**src/rtl/pwm_seno_multi_if.sv**
```systemverilog
// pwm_seno_multi_if: control and status bundle for pwm_seno_multi.
// The generator sits on the slave side and the controller on the master side.
// pwm_n exists only when PWM_COMPL_EN is defined.
interface pwm_seno_multi_if #(
  parameter int R  = 6,
  parameter int CH = 3
);
  logic          en;
  logic          mode;
  logic [R-1:0]  duty_in;
  logic [CH-1:0] pwm_out;
  logic [5:0]    step_idx;
  logic          period_tick;
`ifdef PWM_COMPL_EN
  logic [CH-1:0] pwm_n;

  modport master (output en, mode, duty_in,
                  input  pwm_out, step_idx, period_tick, pwm_n);
  modport slave  (input  en, mode, duty_in,
                  output pwm_out, step_idx, period_tick, pwm_n);
`else
  modport master (output en, mode, duty_in,
                  input  pwm_out, step_idx, period_tick);
  modport slave  (input  en, mode, duty_in,
                  output pwm_out, step_idx, period_tick);
`endif
endinterface

```
**src/rtl/pwm_seno_multi.sv**
```systemverilog
// pwm_seno_multi: multi-channel sine-modulated PWM generator.
// A shared R-bit carrier counter drives one comparator per channel. Each
// channel reads a 36-step sine duty table, offset from its neighbour by
// PH_STEP steps. The table index advances once every N carrier periods.
// Duties are shadowed at carrier wrap, so a period never changes mid-flight.
// Bypass mode (mode=1) feeds duty_in to every channel instead of the table.
//
// Optional macro PWM_COMPL_EN adds complementary outputs pwm_n with DT cycles
// of both-low after every edge. Each channel then runs a small dead-time FSM:
//   state    | meaning
//   S_IDLE_N | low side active, pwm_n high
//   S_DT_UP  | both low, counting DT before raising pwm_out
//   S_HI     | pwm_out high, compare still high
//   S_HOLD   | pwm_out held high DT cycles after compare fell
//   S_DT_DN  | both low, counting DT before raising pwm_n
module pwm_seno_multi #(
  parameter int R       = 6,
  parameter int N       = 2000,
  parameter int CH      = 3,
  parameter int PH_STEP = 12,
  parameter int DT      = 2
) (
  input  logic            clk,
  input  logic            rst,
  pwm_seno_multi_if.slave bus
);
  localparam logic [R-1:0] CNT_MAX  = '1;
  localparam logic [15:0]  N_LAST   = 16'(N - 1);
  localparam logic [5:0]   IDX_LAST = 6'd35;

  if (R < 2 || N < 1 || N > 65535 || CH < 1 || CH > 8 ||
      PH_STEP < 0 || PH_STEP > 35 || DT < 0 || DT > (1 << R) / 4) begin : g_bad_cfg
    $error("pwm_seno_multi: parameter out of range");
  end

  // 16-bit sine samples: round(65536*(0.5+0.5*sin(2*pi*i/36))), clamped.
  function automatic logic [15:0] sine_f(input logic [5:0] i);
    case (i)
      6'd0:  return 16'd32768;  6'd1:  return 16'd38458;  6'd2:  return 16'd43975;
      6'd3:  return 16'd49152;  6'd4:  return 16'd53831;  6'd5:  return 16'd57870;
      6'd6:  return 16'd61146;  6'd7:  return 16'd63560;  6'd8:  return 16'd65038;
      6'd9:  return 16'd65535;  6'd10: return 16'd65038;  6'd11: return 16'd63560;
      6'd12: return 16'd61146;  6'd13: return 16'd57870;  6'd14: return 16'd53831;
      6'd15: return 16'd49152;  6'd16: return 16'd43975;  6'd17: return 16'd38458;
      6'd18: return 16'd32768;  6'd19: return 16'd27078;  6'd20: return 16'd21561;
      6'd21: return 16'd16384;  6'd22: return 16'd11705;  6'd23: return 16'd7666;
      6'd24: return 16'd4390;   6'd25: return 16'd1976;   6'd26: return 16'd498;
      6'd27: return 16'd0;      6'd28: return 16'd498;    6'd29: return 16'd1976;
      6'd30: return 16'd4390;   6'd31: return 16'd7666;   6'd32: return 16'd11705;
      6'd33: return 16'd16384;  6'd34: return 16'd21561;  6'd35: return 16'd27078;
      default: return 16'd32768;
    endcase
  endfunction

  // Rescale a sample to the carrier width with rounding, saturating at full scale.
  function automatic logic [R-1:0] sine_duty(input logic [5:0] i);
    logic [47:0] p;
    p = ((48'(sine_f(i)) << R) + 48'd32768) >> 16;
    if (p > 48'(CNT_MAX)) return CNT_MAX;
    return p[R-1:0];
  endfunction

  // Phase offset of channel k, reduced below 36 by repeated subtraction.
  function automatic logic [5:0] phase_off(input int k);
    int v;
    v = 0;
    for (int j = 0; j < k; j++) begin
      v = v + PH_STEP;
      if (v >= 36) v = v - 36;
    end
    return 6'(v);
  endfunction

  logic [R-1:0]  cnt;
  logic [15:0]   n;
  logic [5:0]    base;
  logic          tick;
  logic [CH-1:0] cmp;

  assign tick             = bus.en & (cnt == CNT_MAX);
  assign bus.period_tick  = tick;
  assign bus.step_idx     = base;

  // Carrier counter plus the slow table-step prescaler and base index.
  always_ff @(posedge clk or posedge rst) begin
    if (rst) begin
      cnt  <= '0;
      n    <= '0;
      base <= '0;
    end else if (bus.en) begin
      cnt <= cnt + 1'b1;
      if (tick) begin
        if (n == N_LAST) begin
          n    <= '0;
          base <= (base == IDX_LAST) ? 6'd0 : base + 6'd1;
        end else begin
          n <= n + 16'd1;
        end
      end
    end
  end

  for (genvar k = 0; k < CH; k++) begin : g_ch
    localparam logic [5:0] OFF  = phase_off(k);
    localparam logic [5:0] WRAP = 6'd36 - OFF;
    logic [5:0]   idx;
    logic [R-1:0] shadow;

    // Wrap-safe index: never leaves 6 bits because we subtract before adding past 35.
    always_comb begin
      idx = base + OFF;
      if (base >= WRAP) idx = base - WRAP;
    end

    // Shadow duty reloads only at carrier wrap, using the pre-advance base.
    always_ff @(posedge clk or posedge rst) begin
      if (rst)       shadow <= '0;
      else if (tick) shadow <= bus.mode ? bus.duty_in : sine_duty(idx);
    end

    assign cmp[k] = bus.en & (cnt < shadow);
  end

`ifdef PWM_COMPL_EN
  logic [CH-1:0] po;
  logic [CH-1:0] pn;
  assign bus.pwm_out = po;
  assign bus.pwm_n   = pn;

  for (genvar k = 0; k < CH; k++) begin : g_dt
    if (DT == 0) begin : g_nodt
      logic po_q, pn_q;
      // Without dead time the pair is simply the registered compare and its inverse.
      always_ff @(posedge clk or posedge rst) begin
        if (rst) begin
          po_q <= 1'b0;
          pn_q <= 1'b0;
        end else begin
          po_q <= cmp[k];
          pn_q <= bus.en & ~cmp[k];
        end
      end
      assign po[k] = po_q;
      assign pn[k] = pn_q;
    end else begin : g_fsm
      localparam logic [2:0]   S_IDLE_N = 3'd0;
      localparam logic [2:0]   S_DT_UP  = 3'd1;
      localparam logic [2:0]   S_HI     = 3'd2;
      localparam logic [2:0]   S_HOLD   = 3'd3;
      localparam logic [2:0]   S_DT_DN  = 3'd4;
      localparam logic [R-1:0] DT_LOAD  = R'(DT - 1);
      logic [2:0]   st;
      logic [R-1:0] dt_cnt;
      logic         po_q, pn_q;

      // Break-before-make sequencer; a disabled generator restarts from a dead-time gap.
      always_ff @(posedge clk or posedge rst) begin
        if (rst) begin
          st     <= S_DT_DN;
          dt_cnt <= DT_LOAD;
          po_q   <= 1'b0;
          pn_q   <= 1'b0;
        end else if (!bus.en) begin
          st     <= S_DT_DN;
          dt_cnt <= DT_LOAD;
          po_q   <= 1'b0;
          pn_q   <= 1'b0;
        end else begin
          case (st)
            S_IDLE_N: if (cmp[k]) begin
              st     <= S_DT_UP;
              dt_cnt <= DT_LOAD;
              pn_q   <= 1'b0;
            end
            S_DT_UP: if (!cmp[k]) begin
              st     <= S_DT_DN;
              dt_cnt <= DT_LOAD;
            end else if (dt_cnt == '0) begin
              st   <= S_HI;
              po_q <= 1'b1;
            end else begin
              dt_cnt <= dt_cnt - 1'b1;
            end
            S_HI: if (!cmp[k]) begin
              st     <= S_HOLD;
              dt_cnt <= DT_LOAD;
            end
            S_HOLD: if (dt_cnt == '0) begin
              st     <= S_DT_DN;
              dt_cnt <= DT_LOAD;
              po_q   <= 1'b0;
            end else begin
              dt_cnt <= dt_cnt - 1'b1;
            end
            S_DT_DN: if (cmp[k]) begin
              st     <= S_DT_UP;
              dt_cnt <= DT_LOAD;
            end else if (dt_cnt == '0) begin
              st   <= S_IDLE_N;
              pn_q <= 1'b1;
            end else begin
              dt_cnt <= dt_cnt - 1'b1;
            end
            default: begin
              st     <= S_DT_DN;
              dt_cnt <= DT_LOAD;
              po_q   <= 1'b0;
              pn_q   <= 1'b0;
            end
          endcase
        end
      end
      assign po[k] = po_q;
      assign pn[k] = pn_q;
    end
  end
`else
  logic [CH-1:0] pwm_r;

  // Registered compare keeps the outputs glitch-free, one cycle behind cnt.
  always_ff @(posedge clk or posedge rst) begin
    if (rst) pwm_r <= '0;
    else     pwm_r <= cmp;
  end
  assign bus.pwm_out = pwm_r;
`endif
endmodule

```
**src/flat_wrapper.sv**
```systemverilog
// flat-port wrapper written by rule: the top's interface ports become plain ports
module pwm_seno_multi_flat 
#(
  parameter int R       = 6,
  parameter int N       = 2000,
  parameter int CH      = 3,
  parameter int PH_STEP = 12,
  parameter int DT      = 2
)
  (clk, rst, bus_en, bus_mode, bus_duty_in, bus_pwm_out, bus_step_idx, bus_period_tick);
  pwm_seno_multi_if #(.R(R), .CH(CH)) bus_i ();
  input  logic clk;
  input  logic rst;
  input wire logic [$bits(bus_i.en)-1:0] bus_en;
  input wire logic [$bits(bus_i.mode)-1:0] bus_mode;
  input wire logic [$bits(bus_i.duty_in)-1:0] bus_duty_in;
  output wire logic [$bits(bus_i.pwm_out)-1:0] bus_pwm_out;
  output wire logic [$bits(bus_i.step_idx)-1:0] bus_step_idx;
  output wire logic [$bits(bus_i.period_tick)-1:0] bus_period_tick;
  assign bus_i.en = bus_en;
  assign bus_i.mode = bus_mode;
  assign bus_i.duty_in = bus_duty_in;
  assign bus_pwm_out = bus_i.pwm_out;
  assign bus_step_idx = bus_i.step_idx;
  assign bus_period_tick = bus_i.period_tick;
  pwm_seno_multi #(.R(R), .N(N), .CH(CH), .PH_STEP(PH_STEP), .DT(DT)) u_core (.clk(clk), .rst(rst), .bus(bus_i));
endmodule
```
**config.mk**
```make
export PLATFORM = sky130hd
export DESIGN_NAME = pwm_seno_multi_flat
export DESIGN_NICKNAME = d
export VERILOG_FILES = /design/src/rtl/pwm_seno_multi_if.sv /design/src/rtl/pwm_seno_multi.sv /design/src/flat_wrapper.sv
export SDC_FILE = /design/constraint.sdc
export NUM_CORES = 1
export LEC_CHECK = 0
export ABC_AREA = 1
export CAP_MARGIN = 25
export CORE_MARGIN = 1.5
export CORE_UTILIZATION = 55
export CTS_CLUSTER_SIZE = 10
export DETAILED_ROUTE_END_ITERATION = 8
export PLACE_DENSITY = 0.85
export REMOVE_ABC_BUFFERS = 1
export SYNTH_ARGS = -nofsm -noshare
export SYNTH_HDL_FRONTEND = slang
export SYNTH_SLANG_ARGS = --single-unit
```
**constraint.sdc**
```tcl
create_clock -name clk -period 6.7 [get_ports clk]
set_input_delay 1.675 -clock clk [delete_from_list [all_inputs] [get_ports clk]]
set_output_delay 1.675 -clock clk [all_outputs]
set_load 0.005 [all_outputs]
```
Word-level counts from Yosys, hierarchy flattened
Memory sizes are Yosys's and may differ from the RTL's.
Index checks and enable logic that the tools add are counted.
{ "word_totals": {"regBits": 49, "mem_bits_ro": 3072, "input_bits": 10, "output_inout_bits": 10, "memories": 3} }
{ "classes": {"n_mux": 23, "n_bitwise": 4, "eq_ne": 3, "n_lt_le_gt_ge": 9, "n_addsub": 11, "n_reduce_logical": 2} }
{ "memory_table": {"columns": ["memory", "words", "width", "read_ports", "rd_clocked_by_memory_dff", "wr", "line_no", "rtl"], "rows": [
  ["(no name shown)", 64, 16, 1, 0, 0, "pwm_seno_multi.sv:38", "case (i)"],
  ["(no name shown)", 64, 16, 1, 0, 0, "pwm_seno_multi.sv:38", null],
  ["(no name shown)", 64, 16, 1, 0, 0, "pwm_seno_multi.sv:38", null]
]} }
{ "ops": {"columns": ["cell", "count"], "rows": [
  ["32-bit by 6-bit greater-than comparator with 1-bit output, second input constant", 3],
  ["6-bit 2-to-1 mux", 13],
  ["22-bit by 16-bit adder with 23-bit output, second input constant", 3],
  ["16-bit 2-to-1 mux", 4],
  ["6-bit < comparator", 3],
  ["16-bit by 1-bit adder with 16-bit output, second input constant", 1],
  ["16-bit by 11-bit equality test with 1-bit output, second input constant", 1],
  ["6-bit by 1-bit adder with 6-bit output, second input constant", 2],
  ["6-bit equality test, second input constant", 2],
  ["6-bit by 4-bit adder with 6-bit output, second input constant", 1],
  ["6-bit by 5-bit adder with 6-bit output, second input constant", 1],
  ["6-bit by 4-bit greater-or-equal comparator with 1-bit output, second input constant", 1],
  ["6-bit by 5-bit greater-or-equal comparator with 1-bit output, second input constant", 1],
  ["6-bit greater-or-equal comparator, second input constant", 1],
  ["1-bit 2-to-1 mux", 6],
  ["6-bit by 4-bit subtractor with 6-bit output, second input constant", 1],
  ["6-bit by 5-bit subtractor with 6-bit output, second input constant", 1],
  ["6-bit subtractor, second input constant", 1],
  ["1-bit bitwise AND", 4],
  ["3-bit AND reduction", 1],
  ["2-bit AND reduction", 1]
]} }

Longest topological paths before layout
An unclocked memory read counts as a cell.
{ "depth": {"depth_word": 10, "mapped_depth": 23} }

Worst setup path before layout
No wires, ideal clock.
{ "synth_timing": {"path_kind": "in2out", "from": "input bus_en", "to": "output bus_period_tick", "stages": 4, "t_arrival_ns": 2.529, "required_time_ns": 5.025, "path_slack_ns": 2.496, "cell_sequence": "nand4_1 -> nor2_1 -> clkbuf_1 -> clkbuf_1"} }
{ "synth_between": {"elab_chain_len": 1} }
{ "synth_rtl": {"columns": ["item", "line_no", "rtl"], "rows": [
  ["from (decl)", "flat_wrapper.sv:14", "input wire logic [$bits(bus_i.en)-1:0] bus_en;"],
  ["1-bit bitwise AND", "pwm_seno_multi.sv:80", "assign tick = bus.en & (cnt == CNT_MAX);"],
  ["to (decl)", "flat_wrapper.sv:19", "output wire logic [$bits(bus_i.period_tick)-1:0] bus_period_tick;"]
]} }
No other way between the ends.

Final worst setup path
Ends and elaborated chain as after synthesis.

==> flow_summary.json <==
{
  "start_util_pct": 56.1,
  "wirelength_mm": 11.8,
  "cp_max_fo": 21,
  "ctsHtreeMaxLevel": 2,
  "drtIter0Drc": 367,
  "grt_use_met1_pct": 34.1,
  "die-width_um": 96.9,
  "cts_setup_buffers": 0,
  "outcome": "finished, final reports clean",
  "power.density_nw_per_um2": 155,
  "synth_cell_type_count": 44,
  "p_leak_uw": 0.00262,
  "synth_seq_cells": 49,
  "share_comb_of_total_power_pct": 28.1,
  "cp-start-kind": "input port",
  "min_period_ns": 4.96,
  "dpl_cell_area_um2": 5100,
  "insertion_delay_ns": 0.31,
  "cts_tree": "done",
  "core-area_um2": 8640,
  "dr.pass1.iters": 5,
  "setup_tns_ns": 0,
  "drv_cap": 0,
  "grt_setup_unrepaired": "no",
  "p_switching_uw": 268,
  "hold_slack_ns": 0.526,
  "wl_per_cell_um": 13.9,
  "num_rows": 34,
  "hold_class": "reg2reg",
  "globalplace.congestion": 0.926,
  "yosysWarnings": 0,
  "cts_resized": 0,
  "cell_internal_pwr_uw": 538,
  "antenna_left": 0,
  "portBuffers": 19,
  "seqPwrFrac_pct": 49.8,
  "synth_cells": 721,
  "drc": 0,
  "die_area_um2": 9390,
  "finalHoldViolCount": 0,
  "p_clk_share_pct": 22.1,
  "setup_viol": 0,
  "vdd_drop_max_mv": 0.0933,
  "grt-busiest-layer": "met2",
  "nets": 782,
  "grt_max_degree": 50,
  "cts-root-buf": "clkbuf_8",
  "r2r_slack_ns": 3.11,
  "maxSlewViolCount": 0,
  "grt.total_usage_pct": 26.0,
  "grt_first_pass_wirelength_mm": 20.7,
  "dp_hpwl_mm": 8.85,
  "regArea_um2": 1230,
  "synth_area_leader_cell": "dfrtp_1",
  "final_area_um2": 5210,
  "cts_max_path_buffers": 2,
  "synth-main-ff-cell": "dfrtp_1",
  "synthTopCellsByArea": "dfrtp_1, nand2_1, ha_1",
  "overflow": 0,
  "path_clk_slew_ns": 0.09,
  "cts_sinks": 49,
  "synth-edff-count": 0,
  "grt_pass1_vias": 4606,
  "die_h_um": 96.9,
  "grt_antenna_before_repair": 0,
  "critical_path_arrival_ns": 3.29,
  "fin_crit_sh_pct": 74.1,
  "fmax_mhz": 201,
  "io_pins": 20,
  "synth_area_per_cell_um2": 6.72,
  "crit_type": "in2out",
  "fill_cells": 780,
  "ys_seq_area_share_pct": 25.3,
  "use_met3_pct": 2.96,
  "drive_gt1_share_pct": 11.4,
  "async_flop_share_pct": 100,
  "power_switching_share_pct": 33.2,
  "numCtsBuffers": 5,
  "vias": 4797,
  "max_slew_margin_pct": 58.4,
  "cp.required_ns": 5.03,
  "tightest_slew_ns": 0.624,
  "grtUsageMet2_pct": 43.9,
  "area_growth_pct": 7.38,
  "syn_area_um2": 4850,
  "post_drt_via_cell_ratio": 5.68,
  "crit_path_end_kind": "primary output",
  "n_antenna_cell": 0,
  "multi_input_area_um2": 3160,
  "cts_hold_buf": 0,
  "clock-skew-final_ns": 0.0102,
  "synth_top_area_share_pct": 25.3
}
==> worst paths after layout <==
kind                                         from                       end  cells after the start
setup reg to reg           u_core.bus.step_idx[0]  u_core.g_ch[0].shadow[5]                     19
max in group asynchronous                     rst    u_core.bus.step_idx[5]                      3
hold reg to reg                      u_core.n[12]              u_core.n[12]                      1
min in group asynchronous                     rst               u_core.n[0]                      2
setup / recovery                           bus_en           bus_period_tick                      5
hold / removal                       u_core.n[12]              u_core.n[12]                      1
==> worst max-delay path, stage by stage <==
cell and delay, ns:
clkdlybuf4s50_1 0.55, nand4_1 0.15, nor2_1 0.12, buf_4 0.25, clkdlybuf4s50_1 0.54
==> routing by layer <==
metal  vias to the layer above  wire [um]
met5                         -          0
met4                         0        285
met3                        30        657
met2                       165       5670
met1                      2217       5180
li1                       2385          -
==> layout make-up <==
type | count | area share, %
Multi-Input combinational cell | 561 | 60.7
Tap cell | 108 | 2.60
Timing Repair Buffer | 21 | 4.18
Inverter | 98 | 7.26
Clock inverter | 3 | 0.409
Clock buffer | 5 | 1.32
Sequential cell | 49 | 23.6
==> flip-flops by register name, indices dropped and copies added (netlist names) <==
signal               flops
u_core.bus.pwm_out       3
u_core.bus.step_idx      6
u_core.cnt               6
u_core.g_ch.shadow      18
u_core.n                16
==> logic make-up (layout without fill, tap and decap cells) <==
logic type	after synthesis	after routing	synth area share, %
AND/OR/NAND/NOR	398	398	38.6
adder cells (fa/ha/maj)	36	36	9.29
AO/OA/AOI/OAI	110	110	14.2
XOR/XNOR	17	17	3.07
flip-flops	49	49	25.3
buffers and inverters	111	127	9.55
==> power groups by stage <==
stage                     logic (uW)  clock network (uW)  registers (uW)
after global placement           208                   0             401
final                            227                 178             401
after detailed placement         224                   0             405
after global routing             264                 194             409
after CTS                        228                 182             400
after floorplan                  162                   0             392
==> synthesized netlist by cell type, types with 3 or more instances <==
library cell,count
a211oi_1,3
a21oi_1,33
a21oi_2,3
a22oi_1,4
a22oi_2,3
buf_6,4
clkbuf_1,6
dfrtp_1,49
ha_1,36
inv_1,83
inv_2,11
nand2_1,199
nand2_2,20
nand2_4,7
nand3_1,71
nand3_2,7
nand4_1,12
nor2_1,51
nor2_2,7
nor2_4,5
nor3_1,10
nor4_1,4
o21a_1,10
o21ai_0,25
o21ai_1,9
o21ai_2,5
o22ai_1,4
xnor2_1,5
xor2_1,12
==> per-stage QoR <==
step | instances | util [%] | power [uW] | setup WS, ns
CTS | 844 | 60.1 | 810 | 1.74
detailed placement | 836 | 59.0 | 628 | 1.74
global placement | 836 | 59.0 | 609 | 1.74
floorplan | 708 | - | 554 | 2.52
global route | 845 | 60.3 | 868 | 1.59
finish | 845 | 60.3 | 806 | 1.74
==> layout by cell type, fill, tap and decap left out, types with 2 or more instances in the layout <==
cell type        instances
o21a_1                  10
o211ai_1                 2
o22ai_1                  4
a21oi_2                  3
a22oi_1                  4
clkdlybuf4s50_1         19
nor2_4                   5
o21ai_1                  9
nor4_1                   4
xor2_1                  12
nand2_4                  7
o21ai_0                 25
o211a_1                  2
xnor2_1                  5
dfrtp_1                 49
inv_2                   12
a31oi_1                  2
nand4_1                 12
a21oi_1                 33
nor3_1                  10
inv_1                   82
inv_6                    3
nand3_2                  7
clkinv_1                 2
a22oi_2                  3
o21bai_1                 2
ha_1                    36
clkbuf_8                 5
nand3_1                 71
nand2_1                199
nand3b_1                 2
nand2_2                 20
o21ai_2                  5
nor2_2                   7
nor2_1                  51
a211oi_1                 3
Power figures use the tool's default switching activity.
